### config.mk
export PLATFORM = sky130hd
export DESIGN_NAME = pipeline_hazard_ctrl
export DESIGN_NICKNAME = d
export VERILOG_FILES = /design/src/rtl/hazard_pkg.sv /design/src/rtl/md_busy_counter.sv /design/src/rtl/pipeline_hazard_ctrl.sv
export SDC_FILE = /design/constraint.sdc
export NUM_CORES = 1
export LEC_CHECK = 0
export ABC_AREA = 1
export CAP_MARGIN = 20
export CELL_PAD_IN_SITES_DETAIL_PLACEMENT = 1
export CELL_PAD_IN_SITES_GLOBAL_PLACEMENT = 1
export CORE_ASPECT_RATIO = 1.5
export CORE_MARGIN = 3
export CORE_UTILIZATION = 28
export CTS_CLUSTER_DIAMETER = 200
export DETAILED_ROUTE_END_ITERATION = 12
export GPL_TIMING_DRIVEN = 0
export HOLD_SLACK_MARGIN = 0.08
export PLACE_DENSITY_LB_ADDON = 0.1
export SLEW_MARGIN = 5
export SYNTH_ARGS = -nofsm -noshare
export SYNTH_HDL_FRONTEND = slang
export SYNTH_SLANG_ARGS = --single-unit
### constraint.sdc
create_clock -name clk -period 1.5 [get_ports clk]
set_input_delay 0.225 -clock clk [delete_from_list [all_inputs] [get_ports clk]]
set_output_delay 0.225 -clock clk [all_outputs]
set_load 0.03 [all_outputs]
### src/rtl/hazard_pkg.sv
// hazard_pkg: shared encodings for the pipeline hazard and control unit.
package hazard_pkg;
    typedef enum logic [1:0] {
        SEQUENCE   = 2'b00,
        BRANCH     = 2'b01,
        NOT_BRANCH = 2'b10,
        JUMP       = 2'b11
    } next_pc_e;
    localparam logic [1:0] MUX_PC4    = 2'b00;
    localparam logic [1:0] MUX_BRANCH = 2'b01;
    localparam logic [1:0] MUX_JUMP   = 2'b10;
    typedef enum logic [1:0] {
        IDLE     = 2'b00,
        LU_STALL = 2'b01,
        MEM_WAIT = 2'b10
    } hazard_state_e;
    localparam logic ENABLE  = 1'b1;
    localparam logic DISABLE = 1'b0;
endpackage

### src/rtl/md_busy_counter.sv
// md_busy_counter: multiply/divide busy interlock counter; busy is visible in the issue cycle itself.
module md_busy_counter #(
    parameter int MD_LATENCY = 32
) (
    input  logic clk,
    input  logic rst,
    input  logic i_load,
    output logic o_busy
);
    localparam int W = $clog2(MD_LATENCY + 1);
    logic [W-1:0] r_cnt;
    logic [W-1:0] w_cnt;
    // A start reloads to MD_LATENCY this cycle, so a HI/LO reader frees up MD_LATENCY cycles later.
    assign w_cnt  = i_load ? W'(MD_LATENCY) : r_cnt;
    assign o_busy = w_cnt != '0;
    always_ff @(posedge clk) begin
        if (rst) r_cnt <= '0;
        else     r_cnt <= o_busy ? w_cnt - W'(1) : w_cnt;
    end
endmodule

### src/rtl/pipeline_hazard_ctrl.sv
// pipeline_hazard_ctrl: load-use, mult/div and mem-wait interlocks plus redirect flush control.
module pipeline_hazard_ctrl
    import hazard_pkg::*;
#(
    parameter int REG_W          = 5,
    parameter int LOAD_STALL_CYC = 1,
    parameter int MD_LATENCY     = 32
) (
    input  logic             clk,
    input  logic             rst,
    input  logic [1:0]       branch_Or_Jump,
    input  logic             ID_EX_MemRead,
    input  logic [REG_W-1:0] ID_EX_Rt,
    input  logic [REG_W-1:0] IF_ID_Rs,
    input  logic [REG_W-1:0] IF_ID_Rt,
    input  logic             IF_ID_UsesRs,
    input  logic             IF_ID_UsesRt,
    input  logic             IF_ID_UsesHiLo,
    input  logic             MD_Start,
    input  logic             EX_MEM_MemAccess,
    input  logic             Mem_Ready,
    output logic             PC_Write,
    output logic [1:0]       PC_Mux_select,
    output logic             IF_ID_Stall,
    output logic             ID_EX_Stall,
    output logic             EX_MEM_Stall,
    output logic             IF_ID_Flush,
    output logic             ID_EX_Flush,
    output logic [1:0]       Hazard_State
);
    hazard_state_e r_state;
    hazard_state_e r_ret_state;
    hazard_state_e w_eff;
    logic [1:0]    r_lu_cnt;
    logic          w_md_busy;
    logic          w_mem_wait;
    logic          w_lu_hit;
    logic          w_lu_start;
    logic          w_bubble;
    md_busy_counter #(.MD_LATENCY(MD_LATENCY)) u_md (
        .clk    (clk),
        .rst    (rst),
        .i_load (MD_Start),
        .o_busy (w_md_busy)
    );
    assign w_mem_wait = EX_MEM_MemAccess && !Mem_Ready;
    assign w_lu_hit   = ID_EX_MemRead && ID_EX_Rt != '0 &&
                        ((IF_ID_UsesRs && IF_ID_Rs == ID_EX_Rt) || (IF_ID_UsesRt && IF_ID_Rt == ID_EX_Rt));
    // Once memory is ready, MEM_WAIT behaves as the state it interrupted, in that same cycle.
    assign w_eff        = r_state == MEM_WAIT ? r_ret_state : r_state;
    assign w_lu_start   = w_eff == IDLE && w_lu_hit;
    assign w_bubble     = w_eff == LU_STALL || w_lu_start || (w_md_busy && IF_ID_UsesHiLo);
    assign Hazard_State = r_state;
    always_comb begin
        PC_Write      = DISABLE;
        PC_Mux_select = MUX_PC4;
        IF_ID_Stall   = DISABLE;
        ID_EX_Stall   = DISABLE;
        EX_MEM_Stall  = DISABLE;
        IF_ID_Flush   = DISABLE;
        ID_EX_Flush   = DISABLE;
        if (rst) begin
            IF_ID_Flush = ENABLE;
            ID_EX_Flush = ENABLE;
        end else if (w_mem_wait) begin
            IF_ID_Stall  = ENABLE;
            ID_EX_Stall  = ENABLE;
            EX_MEM_Stall = ENABLE;
        end else if (w_bubble) begin
            IF_ID_Stall = ENABLE;
            ID_EX_Flush = ENABLE;
        end else begin
            PC_Write      = ENABLE;
            PC_Mux_select = branch_Or_Jump == NOT_BRANCH ? MUX_BRANCH :
                            branch_Or_Jump == JUMP       ? MUX_JUMP   : MUX_PC4;
            IF_ID_Flush   = branch_Or_Jump[1];
            ID_EX_Flush   = branch_Or_Jump[1];
        end
    end
    always_ff @(posedge clk) begin
        if (rst) begin
            r_state     <= IDLE;
            r_ret_state <= IDLE;
            r_lu_cnt    <= '0;
        end else if (w_mem_wait) begin
            r_state     <= MEM_WAIT;
            r_ret_state <= w_eff;
        end else if (w_eff == LU_STALL) begin
            r_lu_cnt <= r_lu_cnt - 2'd1;
            r_state  <= r_lu_cnt == 2'd1 ? IDLE : LU_STALL;
        end else if (w_lu_start && LOAD_STALL_CYC > 1) begin
            r_state  <= LU_STALL;
            r_lu_cnt <= 2'(LOAD_STALL_CYC - 1);
        end else begin
            r_state <= IDLE;
        end
    end
endmodule

==> impl_metrics.csv <==
group,metric,value,unit
timing,setup_violations,6,
route,ant_nets,0,
clocking,cts_root_buf,"clkbuf_8",
timing,slew_violations,0,
setup_path,required,1.27,ns
logic_synthesis,yosys_warnings,0,
timing,worst_pin_slew,0.3846,ns
cells_and_area,drive_gt1_share,34.02,%
global_routing,grt_pass1_vias,1086,
logic_synthesis,synth.distinct_cells,23,
power_and_ir_drop,ir_drop,0.5757,mV
setup_path,critPathArrivalTime,1.46,ns
logic_synthesis,synth_top_cell_by_area,"dfxtp_1",
logic_synthesis,syn_area_per_cell,6.127,um^2
logic_synthesis,synth.mux.area_fraction,0,%
placed_design,placedCellCount,219,
route,firstDrtPassIters,2,
power_and_ir_drop,powerDensity,750.7,mW/mm^2
clocking,h-tree-depth,1,
flow_run,drv_cap,0,
setup_path,worstSetupPathType,"reg2out",
timing,period_minus_slack,1.682,ns
clocking,cts_buffers,3,
placed_design,portBuffers,35,
logic_synthesis,synth_edf_count,0,
logic_synthesis,yosysMostFrequentCell,"nand2_1",
logic_synthesis,synth_compound_gate_area_share,11.13,%
timing,fmax,594.4,MHz
logic_synthesis,synth_top_flop_cell,"dfxtp_1",
clocking,cts.sinks,12,
global_routing,track_usage,15.60,%
global_routing,overflow,0,
cells_and_area,num-fill-cells,380,
logic_synthesis,synthesis.nets,174,
cells_and_area,finish.instance_area,0.001546,mm^2
setup_path,path_cells,"nand2_2 -> ha_4 -> nand4_4 -> nand2_2 -> nand2_2 -> clkinv_4 -> nand4_4 -> nor2_4 -> buf_6",
logic_synthesis,ys_seq_area_share,27.04,%
floorplan,num_rows,24,
setup_path,critical_path.max_stage_delay,0.33,ns
logic_synthesis,synth_top_family_by_area,"simple AND/OR/NAND/NOR gates",
placed_design,dp_hpwl,2.317,mm
route,via_per_inst,4.631,
floorplan,die_x,51.99,um
timing,fin_crit_sh,112.2,%
logic_synthesis,synth_area_leaders,"dfxtp_1 27%, nand2_1 19%, inv_1 8.5%, nor2_1 6.3%, nand4_4 4.8%",
logic_synthesis,syn_area,888.4,um^2
logic_synthesis,ys_seq_elements,12,
placed_design,place_ws,-1.301,ns
timing,tns,-0.9243,ns
clocking,clockBufferDepth,2,
status,violations,"negative setup slack",
setup_path,start_kind,"flop",
cells_and_area,nNetsFinal,224,
floorplan,die_h,74.99,um
clocking,insertion_delay,0.24,ns
logic_synthesis,ys_top_cells_by_count,"44 x nand2_1, 20 x inv_1, 15 x nor2_1, 12 x dfxtp_1, 8 x a21oi_1",
logic_synthesis,syn-instance-count,145,
cells_and_area,synthToLayoutAreaGrowth,74.08,%
worst_hold_path,hold_class,"in2reg",
route,avgRoutedWirePerCell,13.29,um
status,status,"finished, violations left",
logic_synthesis,synth-async-reset-ratio,0,%
setup_path,cp-end-kind,"output port",
route,vias,1079,
floorplan,core-area,0.002973,mm^2
global_routing,grt_antenna_before_repair,0,
clocking,path_clk_slew,0.05,ns
clocking,cts_tree,"yes",
global_routing,grt_pass1_wl,4.629,mm
setup_path,cp_slowest_cell,"dfxtp_2",
timing,skew,0.001699,ns
setup_path,r2r_slack,0.18,ns
global_routing,grt_max_degree,10,
cells_and_area,n_antenna_cell,0,
clocking,cts_hold_buf,0,
floorplan,start_util,29.88,%
setup_path,critPathMaxFanout,4,
route,drc,0,
cells_and_area,layout.cells.non_filler,233,
logic_synthesis,synthXorXnorAreaFrac,0.9859,%
timing,hold_viol_final,0,
timing,rsz0062_at_grt,"true",
power_and_ir_drop,power.leakage,0.0008110,uW
placed_design,globalplace.congestion,0.6818,
timing,max_slew_margin,74.32,%
logic_synthesis,netlist.area_leader.share,27.04,%
placed_design,placed_area,0.001291,mm^2
floorplan,pin_count,36,
logic_synthesis,synth_simple_gate_area_share,43.80,%
route,wl,3.096,mm
timing,setup_ws,-0.1823,ns
setup_path,cp_common_cell,"nand2_2",
floorplan,dieArea,0.003898,mm^2
logic_synthesis,synthAdderAreaFrac,4.225,%
route,drtIter0Drc,13,
-- where the power goes --
| part | switching (uW) | leakage [uW] | internal (uW) | total, uW |
|---|---|---|---|---|
| Sequential | 33.2 | 0.000101 | 358 | 391 |
| Clock | 114 | 0.0000288 | 232 | 346 |
| Combinational | 234 | 0.000682 | 190 | 424 |
| Total | 382 | 0.000811 | 779 | 1160 |
-- cells by family (layout without fill, tap and decap cells) --
logic type                 count (synthesis)  count (layout)
AOI/OAI and AO/OA                         18              18
xor gates and xnor gates                   1               1
adders and majority gates                  3               3
buffers and inverters                     29              78
DFF                                       12              12
and+or+nand+nor                           82              82
-- state kept, by name, summed over array words and instances, names as in the netlist --
signal,cells
u_md.r_cnt,6
Hazard_State,2
r_lu_cnt,2
r_ret_state,2
-- routing by layer --
layer,vias to the layer above,track usage (%),part of all wire [%],wire length (um)
met5,-,0,0,0
met1,502,14.75,34,1056
met4,0,6.997,2.7,83
met3,8,1.782,2.4,75
met2,24,32.03,61,1881
li1,545,-,-,-
-- through the flow --
step / total power [uW] / hold slack (ns) / util (%)
after floorplan: 601.9 / 0.2900 / -
after global placement: 741.4 / 0.4423 / 43.43
after detailed placement: 758.5 / 0.4760 / 43.43
after CTS: 1137 / 0.4602 / 47.43
after global routing: 1232 / 0.3621 / 52.02
final: 1161 / 0.3394 / 52.02
-- path summary, 6_finish.rpt --
| check | depth (start not counted) | from | to |
|---|---|---|---|
| hold reg to reg | 2 | r_lu_cnt[1] | r_lu_cnt[1] |
| hold / removal | 3 | Mem_Ready | r_ret_state[1] |
| setup reg to reg | 6 | u_md.r_cnt[1] | u_md.r_cnt[2] |
| setup / recovery | 9 | u_md.r_cnt[1] | PC_Mux_select[1] |
-- timing repair --
item | in CTS | in global routing
buffers inserted | 4 | 6
setup endpoints to repair | 15 | 10
resized for setup | 91 | 26
pin swaps | 18 | 5
-- final cells by class --
class	instances	area (um^2)	area share, %
buffer	1	11.26	0.7282
tap	39	48.80	3.155
inverter	28	120.1	7.767
timing repair buffer	45	431.7	27.91
multi-input combinational	104	633.1	40.94
clock buffer	4	55.05	3.560
sequential	12	246.5	15.94
-- worst max-delay path, delay by kind of cell (launching register included) --
family                     cells  cell delay, ns
adders and majority gates      1            0.15
buffers and inverters          2            0.20
and+or+nand+nor                6            0.55
DFF                            1            0.33
-- placed cells by master, fill, tap and decap left out, types with 7 or more instances in the layout --
master and instances:
nor2_1 13, nand2_1 40, buf_4 10, inv_1 15, buf_6 9, dlygate4sd2_1 14, inv_2 9, dfxtp_1 7
a21oi_1 7
(Power assumes the default switching activity.)
